`src/rtl/dmem_arbiter_if.sv`:
```
// Bus bundle for dmem_arbiter: two requester ports (A = core load/store,
// B = loader/debug) plus the data-memory side. The slave modport is the
// arbiter's view; the master modport is the requesters and the memory.
interface dmem_arbiter_if;
    logic        a_req, a_we;
    logic [63:0] a_addr, a_wdata;
    logic        a_gnt, a_rvalid, a_err;
    logic [63:0] a_rdata;

    logic        b_req, b_we;
    logic [63:0] b_addr, b_wdata;
    logic        b_gnt, b_rvalid, b_err;
    logic [63:0] b_rdata;

    logic [63:0] mem_addr, mem_wdata;
    logic        mem_write, mem_read;
    logic [63:0] mem_rdata;

    modport slave (
        input  a_req, a_we, a_addr, a_wdata,
        output a_gnt, a_rvalid, a_err, a_rdata,
        input  b_req, b_we, b_addr, b_wdata,
        output b_gnt, b_rvalid, b_err, b_rdata,
        output mem_addr, mem_wdata, mem_write, mem_read,
        input  mem_rdata
    );

    modport master (
        output a_req, a_we, a_addr, a_wdata,
        input  a_gnt, a_rvalid, a_err, a_rdata,
        output b_req, b_we, b_addr, b_wdata,
        input  b_gnt, b_rvalid, b_err, b_rdata,
        input  mem_addr, mem_wdata, mem_write, mem_read,
        output mem_rdata
    );
endinterface

```
`src/rtl/dmem_arbiter.sv`:
```
// Two-port round-robin arbiter in front of a single 64-bit data memory.
// Each transaction walks IDLE -> ACCESS -> RESP, one cycle per busy state.
// Optional feature: define DMEM_ARB_BOUNDS_CHK_EN to suppress memory access
// for addresses whose 8-byte window runs past MEM_BYTES and flag x_err.
module dmem_arbiter #(
    parameter int MEM_BYTES = 64
) (
    input  logic           clk,
    input  logic           reset,
    dmem_arbiter_if.slave  bus
);

`ifdef DMEM_ARB_BOUNDS_CHK_EN
    localparam bit CHK_EN = 1'b1;
`else
    localparam bit CHK_EN = 1'b0;
`endif

    typedef enum logic [1:0] {IDLE, ACCESS, RESP} state_t;

    state_t            state;
    logic              ptr;        // priority owner on a tie: 0 = A, 1 = B
    logic              owner;      // port being served
    logic              cmd_we;
    logic              cmd_oob;
    logic [1:0]        gnt, rvalid, err;
    logic [1:0][63:0]  rdata;
    logic [63:0]       mem_addr_q, mem_wdata_q;
    logic              mem_write_q, mem_read_q;

    // Index 0 is port A, index 1 is port B throughout.
    logic [1:0]        req, req_we;
    logic [1:0][63:0]  req_addr, req_wdata;
    logic              win, win_oob;

    assign req       = {bus.b_req, bus.a_req};
    assign req_we    = {bus.b_we, bus.a_we};
    assign req_addr  = {bus.b_addr, bus.a_addr};
    assign req_wdata = {bus.b_wdata, bus.a_wdata};

    // Lone requester wins; on a tie the pointer owner wins.
    always_comb begin
        win = (&req) ? ptr : req[1];
    end

    // 65-bit compare so addresses near 2^64 cannot wrap into range.
    assign win_oob = CHK_EN &&
        (({1'b0, req_addr[win]} + 65'd7) > 65'(MEM_BYTES - 1));

    // Arbitration FSM with all outputs registered.
    always_ff @(posedge clk or negedge reset) begin
        if (!reset) begin
            state       <= IDLE;
            ptr         <= 1'b0;
            owner       <= 1'b0;
            cmd_we      <= 1'b0;
            cmd_oob     <= 1'b0;
            gnt         <= '0;
            rvalid      <= '0;
            err         <= '0;
            rdata       <= '0;
            mem_addr_q  <= '0;
            mem_wdata_q <= '0;
            mem_write_q <= 1'b0;
            mem_read_q  <= 1'b0;
        end else begin
            case (state)
                IDLE: begin
                    if (|req) begin
                        owner       <= win;
                        cmd_we      <= req_we[win];
                        cmd_oob     <= win_oob;
                        gnt[win]    <= 1'b1;
                        mem_addr_q  <= req_addr[win];
                        mem_wdata_q <= req_wdata[win];
                        mem_write_q <= req_we[win] && !win_oob;
                        mem_read_q  <= !req_we[win] && !win_oob;
                        state       <= ACCESS;
                    end
                end
                ACCESS: begin
                    gnt         <= '0;
                    mem_addr_q  <= '0;
                    mem_wdata_q <= '0;
                    mem_write_q <= 1'b0;
                    mem_read_q  <= 1'b0;
                    if (!cmd_we)
                        rdata[owner] <= cmd_oob ? 64'd0 : bus.mem_rdata;
                    rvalid[owner] <= 1'b1;
                    err[owner]    <= cmd_oob;
                    state         <= RESP;
                end
                RESP: begin
                    rvalid <= '0;
                    err    <= '0;
                    ptr    <= ~owner;
                    state  <= IDLE;
                end
                default: state <= IDLE;
            endcase
        end
    end

    assign bus.a_gnt     = gnt[0];
    assign bus.b_gnt     = gnt[1];
    assign bus.a_rvalid  = rvalid[0];
    assign bus.b_rvalid  = rvalid[1];
    assign bus.a_err     = err[0];
    assign bus.b_err     = err[1];
    assign bus.a_rdata   = rdata[0];
    assign bus.b_rdata   = rdata[1];
    assign bus.mem_addr  = mem_addr_q;
    assign bus.mem_wdata = mem_wdata_q;
    assign bus.mem_write = mem_write_q;
    assign bus.mem_read  = mem_read_q;

endmodule
```
`src/flat_wrapper.sv`:
```
// flat-port wrapper written by rule: the top's interface ports become plain ports
module dmem_arbiter_flat 
#(
    parameter int MEM_BYTES = 64
)
  (clk, reset, bus_a_req, bus_a_we, bus_a_addr, bus_a_wdata, bus_a_gnt, bus_a_rvalid, bus_a_err, bus_a_rdata, bus_b_req, bus_b_we, bus_b_addr, bus_b_wdata, bus_b_gnt, bus_b_rvalid, bus_b_err, bus_b_rdata, bus_mem_addr, bus_mem_wdata, bus_mem_write, bus_mem_read, bus_mem_rdata);
  dmem_arbiter_if bus_i ();
  input  logic clk;
  input  logic reset;
  input wire logic [$bits(bus_i.a_req)-1:0] bus_a_req;
  input wire logic [$bits(bus_i.a_we)-1:0] bus_a_we;
  input wire logic [$bits(bus_i.a_addr)-1:0] bus_a_addr;
  input wire logic [$bits(bus_i.a_wdata)-1:0] bus_a_wdata;
  output wire logic [$bits(bus_i.a_gnt)-1:0] bus_a_gnt;
  output wire logic [$bits(bus_i.a_rvalid)-1:0] bus_a_rvalid;
  output wire logic [$bits(bus_i.a_err)-1:0] bus_a_err;
  output wire logic [$bits(bus_i.a_rdata)-1:0] bus_a_rdata;
  input wire logic [$bits(bus_i.b_req)-1:0] bus_b_req;
  input wire logic [$bits(bus_i.b_we)-1:0] bus_b_we;
  input wire logic [$bits(bus_i.b_addr)-1:0] bus_b_addr;
  input wire logic [$bits(bus_i.b_wdata)-1:0] bus_b_wdata;
  output wire logic [$bits(bus_i.b_gnt)-1:0] bus_b_gnt;
  output wire logic [$bits(bus_i.b_rvalid)-1:0] bus_b_rvalid;
  output wire logic [$bits(bus_i.b_err)-1:0] bus_b_err;
  output wire logic [$bits(bus_i.b_rdata)-1:0] bus_b_rdata;
  output wire logic [$bits(bus_i.mem_addr)-1:0] bus_mem_addr;
  output wire logic [$bits(bus_i.mem_wdata)-1:0] bus_mem_wdata;
  output wire logic [$bits(bus_i.mem_write)-1:0] bus_mem_write;
  output wire logic [$bits(bus_i.mem_read)-1:0] bus_mem_read;
  input wire logic [$bits(bus_i.mem_rdata)-1:0] bus_mem_rdata;
  assign bus_i.a_req = bus_a_req;
  assign bus_i.a_we = bus_a_we;
  assign bus_i.a_addr = bus_a_addr;
  assign bus_i.a_wdata = bus_a_wdata;
  assign bus_a_gnt = bus_i.a_gnt;
  assign bus_a_rvalid = bus_i.a_rvalid;
  assign bus_a_err = bus_i.a_err;
  assign bus_a_rdata = bus_i.a_rdata;
  assign bus_i.b_req = bus_b_req;
  assign bus_i.b_we = bus_b_we;
  assign bus_i.b_addr = bus_b_addr;
  assign bus_i.b_wdata = bus_b_wdata;
  assign bus_b_gnt = bus_i.b_gnt;
  assign bus_b_rvalid = bus_i.b_rvalid;
  assign bus_b_err = bus_i.b_err;
  assign bus_b_rdata = bus_i.b_rdata;
  assign bus_mem_addr = bus_i.mem_addr;
  assign bus_mem_wdata = bus_i.mem_wdata;
  assign bus_mem_write = bus_i.mem_write;
  assign bus_mem_read = bus_i.mem_read;
  assign bus_i.mem_rdata = bus_mem_rdata;
  dmem_arbiter #(.MEM_BYTES(MEM_BYTES)) u_core (.clk(clk), .reset(reset), .bus(bus_i));
endmodule
```
`config.mk`:
```
export PLATFORM = sky130hd
export DESIGN_NAME = dmem_arbiter_flat
export DESIGN_NICKNAME = d
export VERILOG_FILES = /design/src/rtl/dmem_arbiter_if.sv /design/src/rtl/dmem_arbiter.sv /design/src/flat_wrapper.sv
export SDC_FILE = /design/constraint.sdc
export NUM_CORES = 1
export LEC_CHECK = 0
export ABC_AREA = 1
export CORE_AREA = 3 3 229 231
export CTS_CLUSTER_DIAMETER = 120
export DETAILED_ROUTE_END_ITERATION = 10
export DIE_AREA = 0 0 232 234
export PLACE_DENSITY = 0.59
export SYNTH_ARGS = -nofsm -noshare
export SYNTH_HDL_FRONTEND = slang
export SYNTH_SLANG_ARGS = --single-unit
export TNS_END_PERCENT = 30
```
`constraint.sdc`:
```
create_clock -name clk -period 2.3 [get_ports clk]
set_clock_uncertainty 0.2 [all_clocks]
set_input_delay 0.46 -clock clk [delete_from_list [all_inputs] [get_ports clk]]
set_output_delay 0.46 -clock clk [all_outputs]
set_load 0.01 [all_outputs]
```
-- Word level (Yosys, flattened, before mapping)
Cells that the tools add are included.
- $lt $le $gt $ge: 4
- eq/ne operators: 3
- multiplexer cells: 28
- bitwise operators: 6
- reductions and logical operators: 11
- operators by type and width (operator ; number):
    $mux W64 ; 7
    $pmux W64 S2 ; 2
    $bwmux W128 ; 1
    $demux W64 S1 ; 1
    $pmux W2 S2 ; 4
    $reduce_and A2 Y1 ; 4
    $mux W1 ; 7
    $lt A1 B2 Y1 const B ; 2
    $mux W2 ; 2
    $or A2 B2 Y2 ; 2
    $pmux W1 S2 ; 2
    $reduce_bool A2 Y1 ; 2
    $and A2 B2 Y2 ; 1
    $demux W1 S1 ; 2
    $eq A2 B1 Y1 const B ; 1
    $eq A2 B2 Y1 const B ; 1
    $ge A1 B1 Y1 const B ; 2
    $logic_and A1 B1 Y1 ; 2
    $logic_not A2 Y1 ; 1
    $ne A2 B1 Y1 const B ; 1
    $not A1 Y1 ; 2
    $not A2 Y2 ; 1
    $reduce_or A2 Y1 ; 1
    $logic_not A1 Y1 ; 1
- register bits after elaboration: 269
- bits of input ports: 326
- output and inout port bits: 264
- word-level logic and storage cells: 65

-- Longest topological paths before layout
Gate-level depths: netlist of the first run.
- depth in word-level cells: 9
- depth in mapped cells: 10
- gate-level depth less buffers: 8

-- Worst setup path after synthesis of the first run
No wires, ideal clock.
- path type: flip-flop to flip-flop
- from: register u_core.state[0]
- to: register u_core.mem_addr_q[0] (netlist: u_core.bus.mem_addr[0])
- library setup time: 0.065 ns
- arrival: 1.436 ns
- required time: 2.035 ns
- slack: 0.599 ns
- cell stages (with the launch flop): 9
- path buffers: 2
- clock period less this slack: 1.701 ns
- cell sequence: dfrtp_1 inv_1 ha_1 inv_1 nor3_4 buf_4 buf_2 nand3_1 nand2_1
- word-level cells in the longest chain between the ends: 3
- elaborated cells on any way between the ends: 6
- classes of those cells: eq/ne: 2; mux: 1; reduce/logical: 3
- RTL lines (item ; line ; RTL):
    from (decl) ; dmem_arbiter.sv:21 ; state_t state;
    from (signal assigned) ; dmem_arbiter.sv:53 ; state <= IDLE;
    from (signal assigned) ; dmem_arbiter.sv:78 ; state <= ACCESS;
    from (signal assigned) ; dmem_arbiter.sv:91 ; state <= RESP;
    $eq A2 B1 Y1 or $logic_not A2 Y1 (tied branches) ; dmem_arbiter.sv:67 ; case (state)
    $reduce_bool A2 Y1 (no line) or $ne A2 B1 Y1 (tied branches) ; -- ;
    $reduce_and A2 Y1 (no line) ; -- ;
    to (signal assigned) ; dmem_arbiter.sv:74 ; mem_addr_q <= req_addr[win];
    to (decl) ; dmem_arbiter.sv:28 ; logic [63:0] mem_addr_q, mem_wdata_q;
Several ways; a longest one is shown, not always the timed one.
A chain may end at the register's enable or synchronous reset.

-- Worst setup path after layout of the first run
- from: register u_core.mem_addr_q[2] (netlist: u_core.bus.mem_addr[2])
- to: output port bus_mem_addr[2]
- RTL lines (item ; line ; RTL):
    to (decl) ; flat_wrapper.sv:26 ; output wire logic [$bits(bus_i.mem_addr)-1:0] bus_mem_addr;
No word-level cell between the ends.

==> results of run 1 <==
power groups by stage:
stage | combinational [mW] | clock (mW) | sequential (mW)
6_report | 11.9 | 5.35 | 8.13
2_1_floorplan | 4.25 | 0 | 8.99
4_1_cts | 12.2 | 5.56 | 8.15
5_1_grt | 13.1 | 5.77 | 8.39
3_5_place_dp | 12.1 | 0 | 8.17
3_3_place_gp | 12.0 | 0 | 8.12
cell type report:
cell class | count | area [um^2]
Antenna cell | 2 | 5.00
Clock buffer | 49 | 958
Clock inverter | 10 | 155
Fill cell | 5040 | 29800
Inverter | 204 | 768
Multi-Input combinational cell | 949 | 4500
Sequential cell | 269 | 6730
Tap cell | 672 | 841
Timing Repair Buffer | 650 | 6560
worst register-to-register path: stages (launching register included):
cell and delay, ns:
dfrtp_1 0.38, inv_1 0.13, ha_1 0.40, nand3_4 0.28
buf_12 0.31, nand2_1 0.17, o21ai_0 0.09
per-layer routing:
metal	track usage	wire length [um]
met1	0.204	18800
met2	0.290	23300
met3	0.0533	4010
met4	0.0548	1520
met5	0	0
per-stage QoR:
| stage | setup slack (ns) | util | std cells | cell area, um^2 | power (mW) |
|---|---|---|---|---|---|
| 5_1_grt | 0.0197 | 0.408 | 2803 | 20500 | 27.3 |
| 2_1_floorplan | 0.599 | - | 1521 | 12400 | 13.2 |
| 3_3_place_gp | 0.103 | 0.386 | 2743 | 19400 | 20.1 |
| 6_report | 0.0702 | 0.408 | 2805 | 20500 | 25.4 |
| 3_5_place_dp | 0.0612 | 0.386 | 2743 | 19400 | 20.3 |
| 4_1_cts | 0.00763 | 0.408 | 2803 | 20500 | 25.9 |
logic make-up after synthesis:
logic type / count (synthesis) / share of synthesized area
and+or+nand+nor: 808 / 0.298
DFF: 269 / 0.541
AOI/OAI and AO/OA: 136 / 0.0550
buffers and inverters: 303 / 0.101
adders and majority gates: 5 / 0.00503
worst paths after layout:
kind / startpoint / end / slack (ns) / depth (start not counted)
worst max-delay path: u_core.bus.mem_addr[2] / bus_mem_addr[2] / 0.07 / 1
worst min-delay path: bus_b_req / u_core.gnt[0] / 0.16 / 4
min in group asynchronous: reset / u_core.bus.mem_addr[26] / 0.24 / 2
max in group asynchronous: reset / u_core.bus.mem_addr[47] / 0.85 / 3
worst min register to register: u_core.bus.mem_addr[51] / u_core.bus.mem_addr[51] / 0.28 / 2
worst max register to register: u_core.state[1] / u_core.bus.a_rdata[28] / 0.20 / 6
state kept, by name, summed over array words and instances (netlist names), 2 cells and up:
| signal | cells |
|---|---|
| u_core.bus.a_rdata | 64 |
| u_core.bus.b_rdata | 64 |
| u_core.bus.mem_addr | 64 |
| u_core.bus.mem_wdata | 64 |
| u_core.err | 2 |
| u_core.gnt | 2 |
| u_core.rvalid | 2 |
| u_core.state | 2 |
synthesized netlist by cell type:
| cell type | number | share of area |
|---|---|---|
| nand2_1 | 538 | 0.16 |
| dfrtp_1 | 269 | 0.54 |
| inv_1 | 203 | 0.061 |
| nand3_1 | 135 | 0.054 |
| o21ai_0 | 133 | 0.054 |
| nand3b_1 | 131 | 0.079 |
| clkbuf_1 | 45 | 0.014 |
| buf_2 | 36 | 0.014 |
| buf_6 | 9 | 0.0081 |
| buf_1 | 8 | 0.0024 |
| ha_1 | 5 | 0.0050 |
| a21oi_1 | 2 | 0.00080 |
| nor2_1 | 2 | 0.00060 |
| and3_1 | 1 | 0.00050 |
| buf_4 | 1 | 0.00060 |
| inv_2 | 1 | 0.00030 |
| nor3_4 | 1 | 0.0013 |
| o21ai_2 | 1 | 0.00070 |
repair_timing:
action | CTS | global route
endpoints found under the setup margin | 3 | 0
resized for setup | 3 | 0
endpoints found under the hold margin | 37 | 0
hold buffers | 1 | 0
==> impl_metrics.env, run 1 <==
export IMPL_syn_num_nets=1852
export IMPL_outcome="finished clean"
export IMPL_cts_sinks=269
export IMPL_end_kind="primary output"
export IMPL_dieArea_um2=54300
export IMPL_crit_path_top_delay_cell="clkdlybuf4s50_1"
export IMPL_avgViaCountPerCell=4.34
export IMPL_antenna_found_initial=2
export IMPL_area_growth_pct=64.9
export IMPL_power_frac_comb=0.470
export IMPL_sw_frac_of_total=0.368
export IMPL_postCtsSetupBuffers=0
export IMPL_worstPathArrival_ns=1.57
export IMPL_mostFrequentLayoutCell="clkdlybuf4s50_1"
export IMPL_num_io_pins=590
export IMPL_pwr_share_seq=0.320
export IMPL_p_int_mw=16.1
export IMPL_cts_buffer_depth=3
export IMPL_htree_num_levels=2
export IMPL_timing_hold_ws_ns=0.165
export IMPL_first_iter_violations=747
export IMPL_setup_viol_count_final=0
export IMPL_hold_violations=0
export IMPL_core_um2=50300
export IMPL_initial_core_util=0.247
export IMPL_drv_slew=0
export IMPL_ir_drop_mv=0.624
export IMPL_clk_pin_slew_ns=0.06
export IMPL_path_cells="clkdlybuf4s50_1"
export IMPL_grt_max_degree=93
export IMPL_num_vias=12200
export IMPL_cts_tree="done"
export IMPL_min_delay_path_class="input pin to flip-flop"
export IMPL_path_max_fanout=2
export IMPL_p_leak_nw=9.97
export IMPL_fmax_mhz=448
export IMPL_synth_seq_area_share=0.541
export IMPL_die_h_um=234
export IMPL_syn_avg_cell_area_um2=8.18
export IMPL_synth_cells=1521
export IMPL_gp_congestion=0.904
export IMPL_crit_buf_inv=1
export IMPL_cap_violations=0
export IMPL_rsz0062_at_grt="no"
export IMPL_cts_buffers=34
export IMPL_tightest_slew_ns=0.467
export IMPL_worst_path_largest_cell_delay_ns=0.61
export IMPL_port_buffers=589
export IMPL_root_buffer="clkbuf_16"
export IMPL_postRouteAntennaNets=0
export IMPL_power_switching_mw=9.35
export IMPL_startpoint_type="flip-flop"
export IMPL_tns_ns=0
export IMPL_worstPathRequired_ns=1.64
export IMPL_clock_latency_ns=0.55
export IMPL_final_cell_mix="clkdlybuf4s50_1, nand2_1, dfrtp_1, inv_1"
export IMPL_first_global_vias=12600
export IMPL_hpwl_um=36300
export IMPL_gr_usage_all_layers=0.170
export IMPL_drive_above_1_share=0.0554
export IMPL_slew_headroom=0.689
export IMPL_grt_overflow=0
export IMPL_drc=0
export IMPL_synth_area_um2=12400
export IMPL_nNetsFinal=2439
export IMPL_grt_pass1_wl_um=72500
export IMPL_rows=82
export IMPL_power_per_cell_area_nw_per_um2=1240
export IMPL_die_x_um=232
export IMPL_critPathTopFamily="buffers and inverters"
export IMPL_p_clk_frac=0.210
export IMPL_period_needed_ns=2.23
export IMPL_synthDistinctLibCells=18
export IMPL_routedWlPerCell_um=17.0
export IMPL_path_class="flip-flop to primary output"
export IMPL_drt_wl_total_um=47600
export IMPL_firstDrtPassIters=6
export IMPL_yosysWarnings=0
export IMPL_yosys_register_bits=269
export IMPL_fin_crit_sh=0.969
Power figures use the tool's default switching activity.
==> run 2, diff against run 1 <==
- CORE_AREA: 3 3 229 231 -> default
- CORE_ASPECT_RATIO: default -> 1.1
- CORE_MARGIN: default -> 3
- CORE_UTILIZATION: default -> 25
- CTS_BUF_LIST: default -> sky130_fd_sc_hd__clkbuf_4
- DIE_AREA: 0 0 232 234 -> default
==> run 2 against run 1 <==
  * Cell count grew 4.5%
  * Maximum frequency grew 2.3%
  * Core utilization grew 1.7 points
  * Combinational power shrank 9%
  * Global-route usage grew 1.3 points
  * Sequential share of layout area shrank 0.49 points
  * Hold slack lost 0.046 ns
  * Non-clock buffer count grew 58
  * Via count grew 4.8%
  * Sequential cell count is the same
  * Critical path type unchanged
  * Critical endpoint is now bus_b_rdata[7]
==> impl_metrics.env, run 2 (synthesis gave the netlist of run 1 again) <==
export IMPL_outcome="finished clean"
export IMPL_num_vias=12800
export IMPL_grt_overflow=0
export IMPL_drt_wl_total_um=49600
export IMPL_path_class="flip-flop to primary output"
export IMPL_gp_congestion=0.858
export IMPL_cts_tree="done"
export IMPL_fin_crit_sh=0.948
export IMPL_ff2ff_path_depth=5
export IMPL_rows=85
export IMPL_timing_hold_ws_ns=0.119
export IMPL_root_buffer="clkbuf_4"
export IMPL_timing_rr_end="u_core.bus.b_rdata[56]"
export IMPL_hold_depth=5
export IMPL_finalNonFillerCells=2931
export IMPL_slew_headroom=0.520
export IMPL_first_global_vias=13100
export IMPL_worst_path_largest_cell_delay_ns=0.42
export IMPL_rr_startpoint="u_core.state[1]"
export IMPL_dp_cells=2712
export IMPL_rrSetupSlack_ns=0.22
export IMPL_period_needed_ns=2.18
export IMPL_antenna_found_initial=7
export IMPL_nNetsFinal=2542
export IMPL_min_from="bus_a_wdata[57]"
export IMPL_clock_latency_ns=0.78
export IMPL_final_cell_mix="nand2_1, clkdlybuf4s50_1, dfrtp_1, dlygate4sd2_1, inv_1"
export IMPL_grt_pass1_wl_um=74800
export IMPL_avgViaCountPerCell=4.35
export IMPL_startpoint_type="flip-flop"
export IMPL_crit_cells=1
export IMPL_drc=0
export IMPL_crit_path_top_delay_cell="dfrtp_1"
export IMPL_tightest_slew_ns=0.720
export IMPL_die_x_um=219
export IMPL_core_um2=49000
export IMPL_critPathTopFamily="flip-flops"
export IMPL_fin_area_um2=20800
export IMPL_clk_pin_slew_ns=0.06
export IMPL_postRouteAntennaNets=0
export IMPL_num_io_pins=590
export IMPL_gr_usage_all_layers=0.183
export IMPL_initial_core_util=0.254
export IMPL_place_area_um2=19400
export IMPL_firstDrtPassIters=5
export IMPL_drive_above_1_share=0.0806
export IMPL_dieArea_um2=52500
export IMPL_grt_max_degree=126
export IMPL_hold_violations=0
export IMPL_setup_viol_count_final=0
export IMPL_cts_buffer_depth=3
export IMPL_crit_buf_inv=1
export IMPL_die_h_um=240
export IMPL_routedWlPerCell_um=16.9
export IMPL_cap_violations=0
export IMPL_cts_sinks=269
export IMPL_mostFrequentLayoutCell="nand2_1"
export IMPL_first_iter_violations=692
export IMPL_end_kind="primary output"
export IMPL_area_growth_pct=67.3
export IMPL_path_cells="dlygate4sd2_1"
export IMPL_fmax_mhz=459
export IMPL_worst_hold_path_endpoint="u_core.bus.mem_wdata[57]"
export IMPL_power_per_cell_area_nw_per_um2=1130
export IMPL_cts_buffers=79
export IMPL_worstPathRequired_ns=1.64
export IMPL_drv_slew=0
export IMPL_port_buffers=589
export IMPL_fillers=4969
export IMPL_min_delay_path_class="input pin to flip-flop"
export IMPL_path_max_fanout=2
export IMPL_ir_drop_mv=0.547
export IMPL_htree_num_levels=3
export IMPL_hpwl_um=36500
export IMPL_p_leak_nw=11.0
export IMPL_worstPathArrival_ns=1.52
[run 2: per-layer routing]
metal  track usage  part of all wire  vias to the layer above
met2         0.311              0.49                      506
met4        0.0709             0.031                        4
met3        0.0580             0.085                       97
met5             0           0.00042                        -
met1         0.216              0.39                     5969
li1              -                 -                     6184
[run 2: stage by stage]
step | setup slack [ns] | setup TNS [ns] | power (mW) | utilization
2_1_floorplan | 0.599 | 0 | 13.2 | -
3_3_place_gp | 0.108 | 0 | 20.2 | 0.395
3_5_place_dp | 0.0828 | 0 | 20.4 | 0.395
4_1_cts | 0.00132 | 0 | 24.0 | 0.424
5_1_grt | -0.00954 | -0.00954 | 25.4 | 0.424
6_report | 0.120 | 0 | 23.5 | 0.425
[run 2: layout make-up]
| type | count | area [um^2] | area share |
|---|---|---|---|
| tap | 652 | 816 | 0.0392 |
| clock buffer | 114 | 856 | 0.0411 |
| timing repair buffer | 708 | 6960 | 0.334 |
| sequential | 269 | 6730 | 0.323 |
| inverter | 204 | 768 | 0.0369 |
| multi-input combinational | 949 | 4500 | 0.216 |
| clock inverter | 27 | 173 | 0.00829 |
| antenna | 8 | 20.0 | 0.000962 |
[run 2: how the worst max path moves through the flow]
stage,from,to,slack [ns]
6_report,u_core.bus.b_rdata[7],bus_b_rdata[7],0.12
5_1_grt,u_core.bus.mem_wdata[60],bus_mem_wdata[60],-0.01
4_1_cts,u_core.bus.mem_addr[1],bus_mem_addr[1],0.001
3_5_place_dp,bus_a_req,u_core.bus.mem_wdata[30],0.08
3_3_place_gp,bus_a_req,u_core.bus.mem_addr[17],0.11
2_1_floorplan,u_core.state[0],u_core.bus.mem_addr[0],0.60
[run 2: timing repair]
item	CTS	global route
setup endpoints to repair	264	0
gates resized for setup	268	0
hold buffers	68	0
buffers inserted	2	0
endpoints found under the hold margin	396	0
[run 2: report_power, final]
part	switching (mW)	internal, mW
clock	2.20	2.51
combinational	6.12	4.66
sequential	1.14	6.90
total	9.46	14.1
